[src/rtl/exe_mem_skid_reg_if.sv]
// Valid/ready bus carrying one EXE->MEM entry.
// master drives the entry, slave answers with ready.
interface exe_mem_skid_reg_if #(
  parameter int DATA_W = 32,
  parameter int DEST_W = 4
);
  logic              valid;
  logic              ready;
  logic              wb;
  logic              mem_read;
  logic              mem_write;
  logic [DEST_W-1:0] dest;
  logic [DATA_W-1:0] alu_res;
  logic [DATA_W-1:0] val_rm;

  modport master (
    output valid, wb, mem_read, mem_write, dest, alu_res, val_rm,
    input  ready
  );
  modport slave (
    input  valid, wb, mem_read, mem_write, dest, alu_res, val_rm,
    output ready
  );
endinterface

[src/rtl/exe_mem_skid_reg.sv]
// EXE->MEM stage register with a 2-entry skid buffer, synchronous flush
// and a saturating backpressure cycle counter.
module exe_mem_skid_reg #(
  parameter int DATA_W = 32,
  parameter int DEST_W = 4,
  parameter int CNT_W  = 16
) (
  input  logic                 clk,
  input  logic                 rst,
  input  logic                 flush,
  exe_mem_skid_reg_if.slave    up,
  exe_mem_skid_reg_if.master   dn,
  output logic [1:0]           occupancy,
  output logic [CNT_W-1:0]     stall_cnt
);
  typedef struct packed {
    logic              wb;
    logic              mem_read;
    logic              mem_write;
    logic [DEST_W-1:0] dest;
    logic [DATA_W-1:0] alu_res;
    logic [DATA_W-1:0] val_rm;
  } ent_t;

  ent_t main_q, skid_q, main_d, skid_d, in_ent;
  logic main_vld, skid_vld, main_vld_d, skid_vld_d;
  logic accept, pop;

  always_comb begin
    in_ent.wb        = up.wb;
    in_ent.mem_read  = up.mem_read;
    in_ent.mem_write = up.mem_write;
    in_ent.dest      = up.dest;
    in_ent.alu_res   = up.alu_res;
    in_ent.val_rm    = up.val_rm;
  end

  // ready depends only on registered skid state, never on out_ready
  assign up.ready = ~skid_vld;
  assign accept   = up.valid & ~skid_vld;
  assign pop      = main_vld & dn.ready;

  always_comb begin
    main_d     = main_q;
    skid_d     = skid_q;
    main_vld_d = main_vld;
    skid_vld_d = skid_vld;
    if (flush) begin
      main_vld_d = 1'b0;
      skid_vld_d = 1'b0;
    end else if (!main_vld) begin
      if (accept) begin
        main_d     = in_ent;
        main_vld_d = 1'b1;
      end
    end else if (pop) begin
      if (skid_vld) begin
        main_d     = skid_q;
        skid_vld_d = 1'b0;
      end else if (accept) begin
        main_d = in_ent;
      end else begin
        main_vld_d = 1'b0;
      end
    end else if (accept) begin
      skid_d     = in_ent;
      skid_vld_d = 1'b1;
    end
  end

  always_ff @(posedge clk or posedge rst) begin
    if (rst) begin
      main_q    <= '0;
      skid_q    <= '0;
      main_vld  <= 1'b0;
      skid_vld  <= 1'b0;
      occupancy <= 2'd0;
      stall_cnt <= '0;
    end else begin
      main_q    <= main_d;
      skid_q    <= skid_d;
      main_vld  <= main_vld_d;
      skid_vld  <= skid_vld_d;
      occupancy <= {1'b0, main_vld_d} + {1'b0, skid_vld_d};
      if (main_vld && !dn.ready && (stall_cnt != '1))
        stall_cnt <= stall_cnt + CNT_W'(1);
    end
  end

  // control bits are qualified by valid; payload simply holds
  assign dn.valid     = main_vld;
  assign dn.wb        = main_q.wb & main_vld;
  assign dn.mem_read  = main_q.mem_read & main_vld;
  assign dn.mem_write = main_q.mem_write & main_vld;
  assign dn.dest      = main_q.dest;
  assign dn.alu_res   = main_q.alu_res;
  assign dn.val_rm    = main_q.val_rm;
endmodule

[src/flat_wrapper.sv]
// flat-port wrapper written by rule: the top's interface ports become plain ports
module exe_mem_skid_reg_flat 
#(
  parameter int DATA_W = 32,
  parameter int DEST_W = 4,
  parameter int CNT_W  = 16
)
  (clk, rst, flush, occupancy, stall_cnt, up_valid, up_wb, up_mem_read, up_mem_write, up_dest, up_alu_res, up_val_rm, up_ready, dn_valid, dn_wb, dn_mem_read, dn_mem_write, dn_dest, dn_alu_res, dn_val_rm, dn_ready);
  exe_mem_skid_reg_if #(.DATA_W(DATA_W), .DEST_W(DEST_W)) up_i ();
  exe_mem_skid_reg_if #(.DATA_W(DATA_W), .DEST_W(DEST_W)) dn_i ();
  input  logic clk;
  input  logic rst;
  input  logic flush;
  output logic [1:0] occupancy;
  output logic [CNT_W-1:0] stall_cnt;
  input wire logic [$bits(up_i.valid)-1:0] up_valid;
  input wire logic [$bits(up_i.wb)-1:0] up_wb;
  input wire logic [$bits(up_i.mem_read)-1:0] up_mem_read;
  input wire logic [$bits(up_i.mem_write)-1:0] up_mem_write;
  input wire logic [$bits(up_i.dest)-1:0] up_dest;
  input wire logic [$bits(up_i.alu_res)-1:0] up_alu_res;
  input wire logic [$bits(up_i.val_rm)-1:0] up_val_rm;
  output wire logic [$bits(up_i.ready)-1:0] up_ready;
  output wire logic [$bits(dn_i.valid)-1:0] dn_valid;
  output wire logic [$bits(dn_i.wb)-1:0] dn_wb;
  output wire logic [$bits(dn_i.mem_read)-1:0] dn_mem_read;
  output wire logic [$bits(dn_i.mem_write)-1:0] dn_mem_write;
  output wire logic [$bits(dn_i.dest)-1:0] dn_dest;
  output wire logic [$bits(dn_i.alu_res)-1:0] dn_alu_res;
  output wire logic [$bits(dn_i.val_rm)-1:0] dn_val_rm;
  input wire logic [$bits(dn_i.ready)-1:0] dn_ready;
  assign up_i.valid = up_valid;
  assign up_i.wb = up_wb;
  assign up_i.mem_read = up_mem_read;
  assign up_i.mem_write = up_mem_write;
  assign up_i.dest = up_dest;
  assign up_i.alu_res = up_alu_res;
  assign up_i.val_rm = up_val_rm;
  assign up_ready = up_i.ready;
  assign dn_valid = dn_i.valid;
  assign dn_wb = dn_i.wb;
  assign dn_mem_read = dn_i.mem_read;
  assign dn_mem_write = dn_i.mem_write;
  assign dn_dest = dn_i.dest;
  assign dn_alu_res = dn_i.alu_res;
  assign dn_val_rm = dn_i.val_rm;
  assign dn_i.ready = dn_ready;
  exe_mem_skid_reg #(.DATA_W(DATA_W), .DEST_W(DEST_W), .CNT_W(CNT_W)) u_core (.clk(clk), .rst(rst), .flush(flush), .up(up_i), .dn(dn_i), .occupancy(occupancy), .stall_cnt(stall_cnt));
endmodule
[config.mk]
export PLATFORM = sky130hd
export DESIGN_NAME = exe_mem_skid_reg_flat
export DESIGN_NICKNAME = d
export VERILOG_FILES = /design/src/rtl/exe_mem_skid_reg_if.sv /design/src/rtl/exe_mem_skid_reg.sv /design/src/flat_wrapper.sv
export SDC_FILE = /design/constraint.sdc
export NUM_CORES = 1
export LEC_CHECK = 0
export CELL_PAD_IN_SITES_DETAIL_PLACEMENT = 2
export CELL_PAD_IN_SITES_GLOBAL_PLACEMENT = 2
export CORE_UTILIZATION = 33
export CTS_CLUSTER_SIZE = 40
export DETAILED_ROUTE_END_ITERATION = 10
export GPL_ROUTABILITY_DRIVEN = 0
export PLACE_DENSITY_LB_ADDON = 0.1
export SKIP_CTS_REPAIR_TIMING = 1
export SLEW_MARGIN = 20
export SYNTH_ARGS = -nofsm -noshare
export SYNTH_HDL_FRONTEND = slang
export SYNTH_SLANG_ARGS = --single-unit
[constraint.sdc]
create_clock -name clk -period 6.4 [get_ports clk]
set_input_delay 1.28 -clock clk [delete_from_list [all_inputs] [get_ports clk]]
set_output_delay 1.28 -clock clk [all_outputs]
set_load 0.02 [all_outputs]
==> impl_metrics.toml <==
[status]
status = "complete, no violations"

[synthesis]
postSynthAreaPerCell_sq_um = 13.0
seq_area_frac_synth_pct = 56.8
synth_cells = 550
ys.flop_type = "dfrtp_1"
synth-seq-cells = 162
yosys_warnings = 0
synth_edf_count = 0
synth_nets = 628
synth_cell_types = 36
syn_area_sq_mm = 0.00714
async_reset_ff_share_pct = 100

[detailed_routing]
drt-pass1-iter-count = 4
route.detailed.drc = 0
wl_per_cell_microns = 20.9
drt-total-wl_mm = 19.3
avgViaCountPerCell = 5.23
met1_length_mm = 8.94
antenna_left = 0
first_iter_violations = 176
num_vias = 4838
wl_met2_mm = 9.17
met3_wirelength_microns = 940
route.top_layer_used = "met4"

[sta]
finalSetupViolCount = 0
relSlewSlack_pct = 35.4
whs_ns = 0.492
clock.fmax_mhz = 271
drv_slew = 0
tightest_slew_ns = 0.969
rsz0062_at_grt = "false"
clock_skew_ns = 0.00760
fin_setup_tns_ns = 0
period_minus_slack_ns = 3.68
final-hold-violation-count = 0
fin_crit_sh_pct = 57.6

[cts]
root_buffer = "clkbuf_16"
clk_latency_ns = 0.42
cts.sink_count = 162
htreeDepth = 4
cts_inserted_buffers = 17
cts_tree = "done"
clockBufferDepth = 2
clk_pin_slew_ns = 0.07

[place]
post_dp_cell_area_sq_mm = 0.00850
port_buffers = 166
hpwlAfterDp_mm = 12.2

[min_path]
hold_path.class = "reg2reg"

[setup_path]
cp_max_fo = 52
end_kind = "register"
worstPathArrival_ns = 4.02
start_kind = "primary input"
crit_type = "in2reg"
cp.required_ns = 6.73

[pwr]
seq_power_share_pct = 45.1
p_clk_share_pct = 31.2
sw_frac_of_total_pct = 29.7
power_leakage_nw = 3.69
powerDensity_mw_per_mm2 = 345
combinationalPowerShare_pct = 23.7
internal_power_mw = 2.19
ir_worst_vdd_v = 0.000168
switchingPower_mw = 0.929

[finish]
final_net_count = 715
layout_common_cells = "clkdlybuf4s50_1, dfrtp_1, o22ai_1, a2bb2oi_1, mux2_2"
syn_to_final_growth_pct = 27.0
layout_commonest_cell = "clkdlybuf4s50_1"
stdcell_area_sq_mm = 0.00907
drive_gt1_share_pct = 18.0
n_antenna_cell = 0

[global_routing]
antenna_found_initial = 0
grt_overflow = 0
grt_max_degree = 76
grt_pass1_wl_mm = 31.2
track_usage_pct = 18.3
grt_pass1_vias = 5460

[floorplan]
core_region_area_sq_mm = 0.0211
die_area_sq_mm = 0.0222
die_x_microns = 149
dieHeight_microns = 149
rows = 53
num_io_pins = 167
start_util_pct = 33.8

[flow_run]
maxCapViolCount = 0
metal layers:
| metal | vias up | global-route usage [%] |
|---|---|---|
| met1 | 2525 | 24.2 |
| li1 | 2157 | - |
| met3 | 20 | 4.59 |
| met5 | - | 0 |
| met4 | 0 | 5.66 |
| met2 | 136 | 29.3 |
path summary, 6_finish.rpt:
path | startpoint | to | slack (ns) | cells past startpoint
worst min-delay path | u_core.skid_q[20]$_DFFE_PP0P_ | u_core.skid_q[20]$_DFFE_PP0P_ | 0.49 | 1
min in group asynchronous | rst | u_core.skid_q[49]$_DFFE_PP0P_ | 1.19 | 2
max in group asynchronous | rst | u_core.skid_q[40]$_DFFE_PP0P_ | 3.94 | 3
worst max register to register | u_core.skid_vld$_DFF_PP0_ | u_core.dn.dest[1]$_DFFE_PP0P_ | 3.55 | 5
worst max-delay path | up_valid | u_core.dn.dest[1]$_DFFE_PP0P_ | 2.72 | 5
worst min register to register | u_core.skid_q[20]$_DFFE_PP0P_ | u_core.skid_q[20]$_DFFE_PP0P_ | 0.49 | 1
layout make-up:
cell class | instances | area (sq um)
Timing Repair Buffer | 174 | 1720
Clock inverter | 12 | 100
Clock buffer | 20 | 467
Sequential cell | 162 | 4050
Fill cell | 2093 | 12000
Multi-Input combinational cell | 279 | 2360
Tap cell | 275 | 344
Inverter | 3 | 16.3
logic make-up (layout without fill, tap and decap cells):
group | Yosys count | in the layout | synth area share, %
flip-flops | 162 | 162 | 56.8
AO/OA/AOI/OAI | 148 | 148 | 15.5
buffers and inverters | 109 | 209 | 10.3
multiplexers | 73 | 73 | 11.5
AND/OR/NAND/NOR | 42 | 42 | 3.86
XOR/XNOR | 14 | 14 | 1.72
adder cells (fa/ha/maj) | 2 | 2 | 0.351
cell usage after synthesis (3+ instances only):
| cell type | number | area share [%] |
|---|---|---|
| buf_6 | 7 | 1.1 |
| and2_1 | 5 | 0.44 |
| nand3_1 | 5 | 0.35 |
| mux2_1 | 5 | 0.79 |
| nand4_1 | 4 | 0.35 |
| buf_2 | 9 | 0.63 |
| clkbuf_1 | 19 | 1.0 |
| a2bb2oi_1 | 71 | 8.7 |
| o22ai_1 | 71 | 6.2 |
| and4_1 | 3 | 0.37 |
| nand2_1 | 8 | 0.42 |
| dfrtp_1 | 162 | 57 |
| xor2_1 | 6 | 0.74 |
| inv_1 | 3 | 0.16 |
| xnor2_1 | 8 | 0.98 |
| buf_4 | 69 | 7.3 |
| mux2_2 | 68 | 11 |
metrics by stage:
step	util, %	worst slack [ns]	instances	power [mW]
after floorplan	-	0.743	550	1.91
after global placement	40.3	2.28	893	2.14
after detailed placement	40.3	2.21	893	2.18
after CTS	43.0	2.68	925	3.17
after global routing	43.0	2.52	925	3.28
final	43.0	2.72	925	3.12
sequential cells by signal, summed over array words and instances (netlist names):
register / count
u_core.occupancy: 2
u_core.stall_cnt: 16
u_core.skid_vld: 1
u_core.skid_q: 71
u_core.dn.val_rm: 32
u_core.dn.valid: 1
u_core.dn.alu_res: 32
u_core.dn.dest: 4
u_core.main_q: 3
worst max-delay path, stage by stage:
cell and delay (ns):
clkdlybuf4s50_1 0.50, nand2_2 0.50, a21boi_4 0.79, buf_4 0.67, a2bb2oi_1 0.24
power groups by stage:
| stage | Sequential, mW | Combinational (mW) | Clock, mW |
|---|---|---|---|
| 3_5_place_dp | 1.42 | 0.752 | 0 |
| 6_report | 1.41 | 0.741 | 0.974 |
| 2_1_floorplan | 1.39 | 0.528 | 0 |
| 4_1_cts | 1.41 | 0.755 | 1.01 |
| 3_3_place_gp | 1.41 | 0.726 | 0 |
| 5_1_grt | 1.44 | 0.792 | 1.05 |
Note: power is estimated with default switching activity, not from simulation.
